--- config.mk ---
export PLATFORM = sky130hd
export DESIGN_NAME = hamming_secded_scrubber
export DESIGN_NICKNAME = d
export VERILOG_FILES = /design/src/rtl/hamming_secded_pkg.sv /design/src/rtl/hamming_secded_decoder.sv /design/src/rtl/hamming_secded_encoder.sv /design/src/rtl/hamming_secded_scrubber.sv
export SDC_FILE = /design/constraint.sdc
export NUM_CORES = 1
export LEC_CHECK = 0
export CAP_MARGIN = 40
export CORE_MARGIN = 5
export CORE_UTILIZATION = 50
export DETAILED_ROUTE_END_ITERATION = 16
export GPL_ROUTABILITY_DRIVEN = 0
export PLACE_DENSITY_LB_ADDON = 0.25
export SYNTH_ARGS = -nofsm -noshare
export SYNTH_HDL_FRONTEND = slang
export SYNTH_HIERARCHICAL = 1
export SYNTH_SLANG_ARGS = --single-unit
--- constraint.sdc ---
create_clock -name clk -period 4.1 [get_ports clk]
set_input_delay 0.82 -clock clk [delete_from_list [all_inputs] [get_ports clk]]
set_output_delay 0.82 -clock clk [all_outputs]
set_load 0.01 [all_outputs]
--- src/rtl/hamming_secded_pkg.sv ---
// hamming_secded_pkg: shared (13,8) SEC-DED codeword geometry and scrubber state encoding.
package hamming_secded_pkg;
    localparam int CW_W   = 13;
    localparam int DATA_W = 8;
    localparam int PAR_N  = 4;
    localparam int DATA_POS [DATA_W] = '{3, 5, 6, 7, 9, 10, 11, 12};
    localparam int PAR_POS  [PAR_N]  = '{1, 2, 4, 8};
    typedef enum logic [2:0] {IDLE, RD_REQ, RD_WAIT, CHECK, WR_REQ, DONE} scrub_state_t;
endpackage

--- src/rtl/hamming_secded_decoder.sv ---
// hamming_secded_decoder: syndrome decode of a 13-bit codeword into corrected data and SEC/DED flags.
module hamming_secded_decoder
    import hamming_secded_pkg::*;
(
    input  logic [CW_W-1:0]   cw,
    output logic [DATA_W-1:0] data,
    output logic              sec,
    output logic              ded
);
    logic [3:0]      syn;
    logic            par;
    logic [CW_W-1:0] fixed;
    always_comb begin
        syn = '0;
        for (int j = 1; j < CW_W; j++) if (cw[j]) syn = syn ^ 4'(j);
    end
    assign par = ^cw;
    // Odd parity with a syndrome past the last position is a multi-bit error.
    assign sec = par && syn < 4'(CW_W);
    assign ded = par ? syn >= 4'(CW_W) : syn != '0;
    assign fixed = sec ? cw ^ (CW_W'(1) << syn) : cw;
    always_comb begin
        data = '0;
        for (int i = 0; i < DATA_W; i++) data[i] = fixed[DATA_POS[i]];
    end
endmodule

--- src/rtl/hamming_secded_encoder.sv ---
// hamming_secded_encoder: 8-bit data to 13-bit SEC-DED codeword, bit 0 is overall even parity.
module hamming_secded_encoder
    import hamming_secded_pkg::*;
(
    input  logic [DATA_W-1:0] data,
    output logic [CW_W-1:0]   cw
);
    logic [CW_W-1:1] body;
    always_comb begin
        body = '0;
        for (int i = 0; i < DATA_W; i++) body[DATA_POS[i]] = data[i];
        for (int k = 0; k < PAR_N; k++)
            for (int i = 0; i < DATA_W; i++)
                if ((DATA_POS[i] & PAR_POS[k]) != 0) body[PAR_POS[k]] = body[PAR_POS[k]] ^ data[i];
    end
    assign cw = {body, ^body};
endmodule

--- src/rtl/hamming_secded_scrubber.sv ---
// hamming_secded_scrubber: walks the memory once per start, rewrites correctable words,
// counts SEC/DED events and remembers the last uncorrectable address.
module hamming_secded_scrubber
    import hamming_secded_pkg::*;
#(
    parameter int DEPTH  = 256,
    parameter int ADDR_W = 8,
    parameter int CNT_W  = 16
) (
    input  logic              clk,
    input  logic              rst_n,
    input  logic              start,
    output logic              busy,
    output logic              done,
    output logic              mem_req,
    output logic              mem_we,
    output logic [ADDR_W-1:0] mem_addr,
    output logic [CW_W-1:0]   mem_wdata,
    input  logic              mem_gnt,
    input  logic [CW_W-1:0]   mem_rdata,
    output logic [CNT_W-1:0]  sec_count,
    output logic [CNT_W-1:0]  ded_count,
    output logic              ded_seen,
    output logic [ADDR_W-1:0] last_ded_addr
);
    scrub_state_t      state, state_n;
    logic [ADDR_W-1:0] addr;
    logic [CW_W-1:0]   cw_q;
    logic [DATA_W-1:0] data;
    logic              sec, ded, last, adv;

    hamming_secded_decoder u_dec (.cw(cw_q), .data(data), .sec(sec), .ded(ded));
    // cw_q only changes in RD_WAIT, so wdata is stable across any WR_REQ stall.
    hamming_secded_encoder u_enc (.data(data), .cw(mem_wdata));

    assign last      = addr == ADDR_W'(DEPTH - 1);
    assign adv       = (state == CHECK && !sec) || (state == WR_REQ && mem_gnt);
    assign busy      = state != IDLE && state != DONE;
    assign done      = state == DONE;
    assign mem_req   = state == RD_REQ || state == WR_REQ;
    assign mem_we    = state == WR_REQ;
    assign mem_addr  = addr;

    always_comb begin
        state_n = state;
        case (state)
            IDLE:    state_n = start ? RD_REQ : IDLE;
            RD_REQ:  state_n = mem_gnt ? RD_WAIT : RD_REQ;
            RD_WAIT: state_n = CHECK;
            CHECK:   state_n = sec ? WR_REQ : (last ? DONE : RD_REQ);
            WR_REQ:  state_n = mem_gnt ? (last ? DONE : RD_REQ) : WR_REQ;
            default: state_n = IDLE;
        endcase
    end

    always_ff @(posedge clk) begin
        if (!rst_n) begin
            state         <= IDLE;
            addr          <= '0;
            cw_q          <= '0;
            sec_count     <= '0;
            ded_count     <= '0;
            ded_seen      <= 1'b0;
            last_ded_addr <= '0;
        end else begin
            state <= state_n;
            if (state == IDLE && start) begin
                addr          <= '0;
                sec_count     <= '0;
                ded_count     <= '0;
                ded_seen      <= 1'b0;
                last_ded_addr <= '0;
            end
            if (state == RD_WAIT) cw_q <= mem_rdata;
            if (state == CHECK && sec && sec_count != '1) sec_count <= sec_count + 1'b1;
            if (state == CHECK && ded) begin
                if (ded_count != '1) ded_count <= ded_count + 1'b1;
                ded_seen      <= 1'b1;
                last_ded_addr <= addr;
            end
            if (adv && !last) addr <= addr + 1'b1;
        end
    end
endmodule

==> results.toml <==
[floorplan]
core_area_um2 = 7690
io_pins = 83
die-area_um2 = 9750
die_w_um = 98.8
fp-row-count = 32
initial_core_util_pct = 51.2
die_y_um = 98.8

[cts]
clock_latency_ps = 360
clock_sinks = 65
cts_buffers = 9
cts_tree = "built"
clk_pin_slew_ps = 70
max-clock-path-buffers = 2
cts_max_level = 3
clock-root-buffer = "clkbuf_8"

[final_layout]
antenna_cells = 0
fillers = 618
finalNetCount = 566
areaGrowthSynthToFinish_pct = 33.4
layout_common_cells = "clkdlybuf4s50_1, nand2_1, dfxtp_1"
final_cells = 653
seq_area_um2 = 1320
post-route-util_pct = 68.4
drive_gt1_share_pct = 15.4
multi_input_area_um2 = 2590
final_common_cell = "clkdlybuf4s50_1"

[timing]
finalHoldViolCount = 0
fin_ws_ps = 66.1
hold_slack_ps = 495
fin_skew_ps = 10.7
tightest_slew_ps = 618
max_freq_mhz = 248
setup_viol = 0
fin_crit_sh_pct = 98.4
maxSlewHeadroom_pct = 58.8
slew_violations = 0
min_period_ps = 4030

[placed_design]
place_ws_ps = 230
placed_cells = 626
io_buffers = 82
hpwlAfterDp_um = 7290

[global_routing]
met3_usage_pct = 4.18
grt-busiest-layer = "met2"
grt_max_degree = 32
antenna_found_initial = 0
grt_util_all_layers_pct = 20.3
grtUsageMet2_pct = 34.7
grt-ovfl-total = 0
grt_pass1_vias = 3450
grt_pass1_wl_um = 16300
grt_util_met1_pct = 25.3

[routing]
dr.pass1.iters = 5
via_per_inst = 5.75
ant_nets = 0
drc_errors = 0
vias = 3756
routed_wl_um = 10500
drt-initial-drc-count = 187
avgRoutedWirePerCell_um = 16.1

[status]
status = "complete, no violations"

[yosys]
synth_simple_gate_area_share_pct = 27.2
postSynthAreaPerCell_um2 = 8.53
synth_top_family_by_area = "simple AND/OR/NAND/NOR gates"
synth_seq_cells = 65
synthArstFlopShare_pct = 0
yosysWarnings = 6
synthFlopType = "dfxtp_1"
synth_compound_area_share_pct = 17.2
synth_cells = 462
synth_edf_count = 0
syn-cell-area_um2 = 3940
synth_adder_area_share_pct = 0.953
synth_xor_area_share_pct = 16.1
muxShareOfSynthArea_pct = 1.05
synthesis.nets = 482
ys_seq_area_share_pct = 33.0
netlist-cell-type-count = 67

[pwr]
power.total_uw = 1680
leakage_uw = 0.00193
power.internal_uw = 1210
switchingPower_uw = 464
switching_share_pct = 27.7
p_clk_share_pct = 40.2
p_seq_share_pct = 39.2
peakVddDrop_v = 0.000225
power-per-cell-area_nw_per_um2 = 319
power_frac_comb_pct = 20.5

[setup_path]
crit_type = "register to output pin"
worst_ep_required_time_ps = 3280
end_kind = "output pin"
critPathLaunchType = "register"
worstPathMaxFanout = 7
critPathArrivalTime_ps = 3210

[flow_run]
cap_violations = 0

[worst_hold_path]
hold_class = "register to register"
-- per-layer routing --
| layer | part of all wire, % | up-vias |
|---|---|---|
| met3 | 5.4 | 23 |
| li1 | - | 1837 |
| met4 | 2.2 | 0 |
| met5 | 0 | - |
| met2 | 50 | 122 |
| met1 | 43 | 1774 |
-- through the flow --
stage | TNS, ps | instance area [µm²]
finish | 0 | 5260
detailed placement | 0 | 4780
global placement | 0 | 4780
global route | -234 | 5260
floorplan | 0 | 3940
CTS | -107 | 5080
-- repair_timing --
item	CTS	global route
gates resized for setup	9	23
pin swaps	1	11
hold buffers	0	0
endpoints found under the setup margin	4	5
setup buffers	0	11
-- area by class of cell --
cell class / count / share of cell area, %
Clock buffer: 10 / 2.43
Clock inverter: 6 / 2.19
Inverter: 6 / 0.428
Multi-Input combinational cell: 365 / 49.3
Sequential cell: 65 / 25.1
Tap cell: 102 / 2.43
Timing Repair Buffer: 99 / 18.1
-- flip-flops by register name, indices dropped and copies added, names as in the netlist --
| register | count |
|---|---|
| ded_count | 16 |
| sec_count | 16 |
| cw_q | 13 |
| last_ded_addr | 8 |
| mem_addr | 8 |
| state | 3 |
| ded_seen | 1 |
-- logic make-up after synthesis --
family	count (synthesis)
AO/OA/AOI/OAI	101
buffers and inverters	32
multiplexers	4
AND/OR/NAND/NOR	205
XOR/XNOR	52
flip-flops	65
adder cells (fa/ha/maj)	3
-- power by group through the flow --
stage	registers, µW	logic [µW]	clock network, µW
global placement	670	299	0
global route	660	369	713
finish	659	344	675
CTS	657	313	678
floorplan	664	218	0
detailed placement	671	306	0
-- critical path, cell delays in order, from the launching register on --
cell and delay (ps):
dfxtp_4 390, xnor2_4 160, buf_4 170, xor2_4 220, nor4_1 330, o21ai_1 180
xnor2_2 210, xnor3_1 460, xnor2_1 190, clkdlybuf4s50_1 560
-- synth_stat cells (3+ instances only) --
cell,number,area (µm²)
xnor2_2,3,48.8
xnor3_1,5,113
ha_1,3,37.5
mux2i_1,3,30.0
a21oi_1,25,125
a22oi_1,8,60.1
buf_6,3,33.8
xnor2_1,29,254
nor3_1,14,70.1
buf_4,9,67.6
nor3b_1,5,37.5
nor2_1,37,139
or3_1,6,37.5
nor4_2,5,62.6
nand3_1,27,135
o21ai_1,6,30.0
inv_1,6,22.5
dfxtp_1,65,1300
a31oi_1,6,37.5
and3_1,11,68.8
buf_1,3,11.3
nand4_1,6,37.5
o311ai_1,3,26.3
a21o_1,4,30.0
and2_1,3,18.8
o211ai_1,3,22.5
nand2_1,67,251
o21ai_0,20,100
a211o_1,5,43.8
a22o_1,4,35.0
xor2_1,9,78.8
nor4_1,5,31.3
clkbuf_1,9,33.8
-- path summary, 6_finish.rpt --
| kind | startpoint | cells past startpoint | slack, ps | to |
|---|---|---|---|---|
| worst max-delay path | cw_q[11] | 9 | 70 | mem_wdata[2] |
| worst max register to register | cw_q[11] | 12 | 660 | mem_addr[2] |
| worst min register to register | cw_q[1] | 2 | 490 | cw_q[1] |
| worst min-delay path | cw_q[1] | 2 | 490 | cw_q[1] |
Power figures use the tool's default switching activity.
==> RTL change, RTL diff (config.mk and constraints unchanged) <==
Reset style: asynchronous (`rst_n`), changed in one clocked block.
--- a/src/rtl/hamming_secded_scrubber.sv
+++ b/src/rtl/hamming_secded_scrubber.sv
@@ -53,7 +53,7 @@
         endcase
     end
 
-    always_ff @(posedge clk) begin
+    always_ff @(posedge clk or negedge rst_n) begin
         if (!rst_n) begin
             state         <= IDLE;
             addr          <= '0;
Formal check against the unedited RTL: differs if rst_n is asserted again (counterexample within 4 cycles, from zero or initial values and one cycle with rst_n low); with rst_n held inactive, the same outputs for 4 cycles.
==> RTL change against the original RTL <==
- wire length rose by 6.4%
- setup slack improved by 0.073 ns
- sequential cell count did not move
- register-to-register slack got worse by 0.08 ns
- cell count fell by 5.8%
- hold slack improved by 0.0020 ns
- die area rose by 6.3%
- largest cell class unchanged
- final area rose by 7.6%
- first-iteration DRC count fell by 5.3%
- synthesized cell count fell by 11%
- area after synthesis rose by 7.0%
- via count rose by 0.91%
- highest routed layer unchanged
Power is left out: the tool's default activity adds up to more than one toggle a clock period on the data nets, which glitch-free logic cannot reach.
==> RTL change: results (changes against the original RTL) <==
| Metric | Value |
|---|---|
| Status | finished clean |
| Met1 WL | 4.70 mm (+4.4%) |
| Met1 GRT Util | 0.289 (+0.0355) |
| Largest net degree at the start of global routing | 35 (+9.4%) |
| Asr flop ratio synth | 1.00 (+1.00) |
| Crit path DAT | 3.14 ns (-0.07 ns) |
| Placed standard-cell area | 0.00507 mm² (+6.1%) |
| Top cells by count, synth | dfrtp_1 (65), xnor2_1 (23), nor3_1 (22) |
| Clk_lat worst skew | 0.34 ns (-0.02 ns) |
| Share of cells above drive strength 1 | 0.210 (+0.0555) |
| CP max FO | 4 (-3) |
| # fillers | 614 (-0.65%) |
| Crit path launch | cw_q[10]$_DFFE_PN0P_ |
| CP top delay family | XOR/XNOR gates |
| First-pass GRT wire length | 17.3 mm (+6.1%) |
| Achievable clock frequency | 0.252 GHz (+1.9%) |
| Vias | 3790 (+0.91%) |
| Min-delay src | ded_seen$_DFFE_PN0P_ |
| Vias/cell | 6.16 (+7.1%) |
| Final #Nets | 525 (-7.2%) |
| Mapped Cells | 410 (-11%) |
| Gr usage total | 0.212 (+0.00936) |
| Routed WL | 11.2 mm (+6.4%) |
| Place WS | 0.168 ns (-0.0623 ns) |
| Met3 Resource Use GR | 0.0558 (+0.0140) |
| Starting DRT DRC Count | 177 (-5.3%) |
| DR pass1 iterations | 4 (-1) |
| Vias in the first global route | 3481 (+0.90%) |
| Count of cell types in the netlist | 63 (-6.0%) |
| Met3 Routed Length | 757 µm (+32%) |
| DP HPWL | 7.36 mm (+0.95%) |
| Crit path to | mem_wdata[8] |
| Worst hold path endpoint | ded_seen$_DFFE_PN0P_ |
| Seq/Total Area, Yosys | 0.386 (+0.0556) |
| DR WL met2 | 5.50 mm (+5.3%) |
| Slew HR | 0.455 (-0.132) |
| Placed insts | 576 (-8.0%) |
| R2R Path End | mem_addr[3]$_DFFE_PN0P_ |
| Met2 track demand over resource | 0.334 (-0.0126) |
| Synthesis warning total | 6 (unchanged) |
-- RTL change: cell types whose count changed in the layout (fill, tap and decap cells not counted), moves of 10 or more --
cell     delta
buf_4      +10
nand2_1    -47
dfrtp_1    +58
a21oi_1    -16
nor2_1     -21
dfxtp_1    -56
mux2_2     +14
a221o_1    +15
-- RTL change: cells by family (layout without fill, tap and decap cells) --
| kind of cell | after synthesis | in the layout | share of synthesized area |
|---|---|---|---|
| compound gates | 100 | 100 | 0.178 |
| xor+xnor | 43 | 43 | 0.129 |
| simple gates | 147 | 147 | 0.215 |
| fa+ha+maj | 3 | 3 | 0.00891 |
| flops | 65 | 65 | 0.386 |
| buf+inv | 37 | 137 | 0.0431 |
| mux | 15 | 15 | 0.0401 |
-- RTL change: area by class of cell --
| cell class | count | area [µm²] | share of cell area |
|---|---|---|---|
| multi-input combinational | 308 | 2590 | 0.459 |
| sequential | 65 | 1640 | 0.289 |
| timing repair buffer | 111 | 1060 | 0.187 |
| clock buffer | 11 | 141 | 0.0250 |
| tap | 105 | 131 | 0.0232 |
| clock inverter | 5 | 55.1 | 0.00974 |
| inverter | 10 | 37.5 | 0.00664 |
-- RTL change: worst reg2reg max path: cells and delay by family, from the launching register on --
family,cells,cell delay [ns]
flip-flops,1,0.47
XOR/XNOR,2,0.55
AND/OR/NAND/NOR,3,0.82
AO/OA/AOI/OAI,4,1.11
buffers and inverters,3,0.48
-- RTL change: through the flow --
step,hold slack (ns),setup TNS [ns]
floorplan,0.479,0
global placement,0.479,0
detailed placement,0.465,0
CTS,0.491,0
global route,0.524,-0.0302
finish,0.497,0
-- RTL change: repair_timing --
item,CTS,global route
pin swaps,8,13
resized for setup,15,20
setup endpoints to repair,5,5
setup buffers,5,18
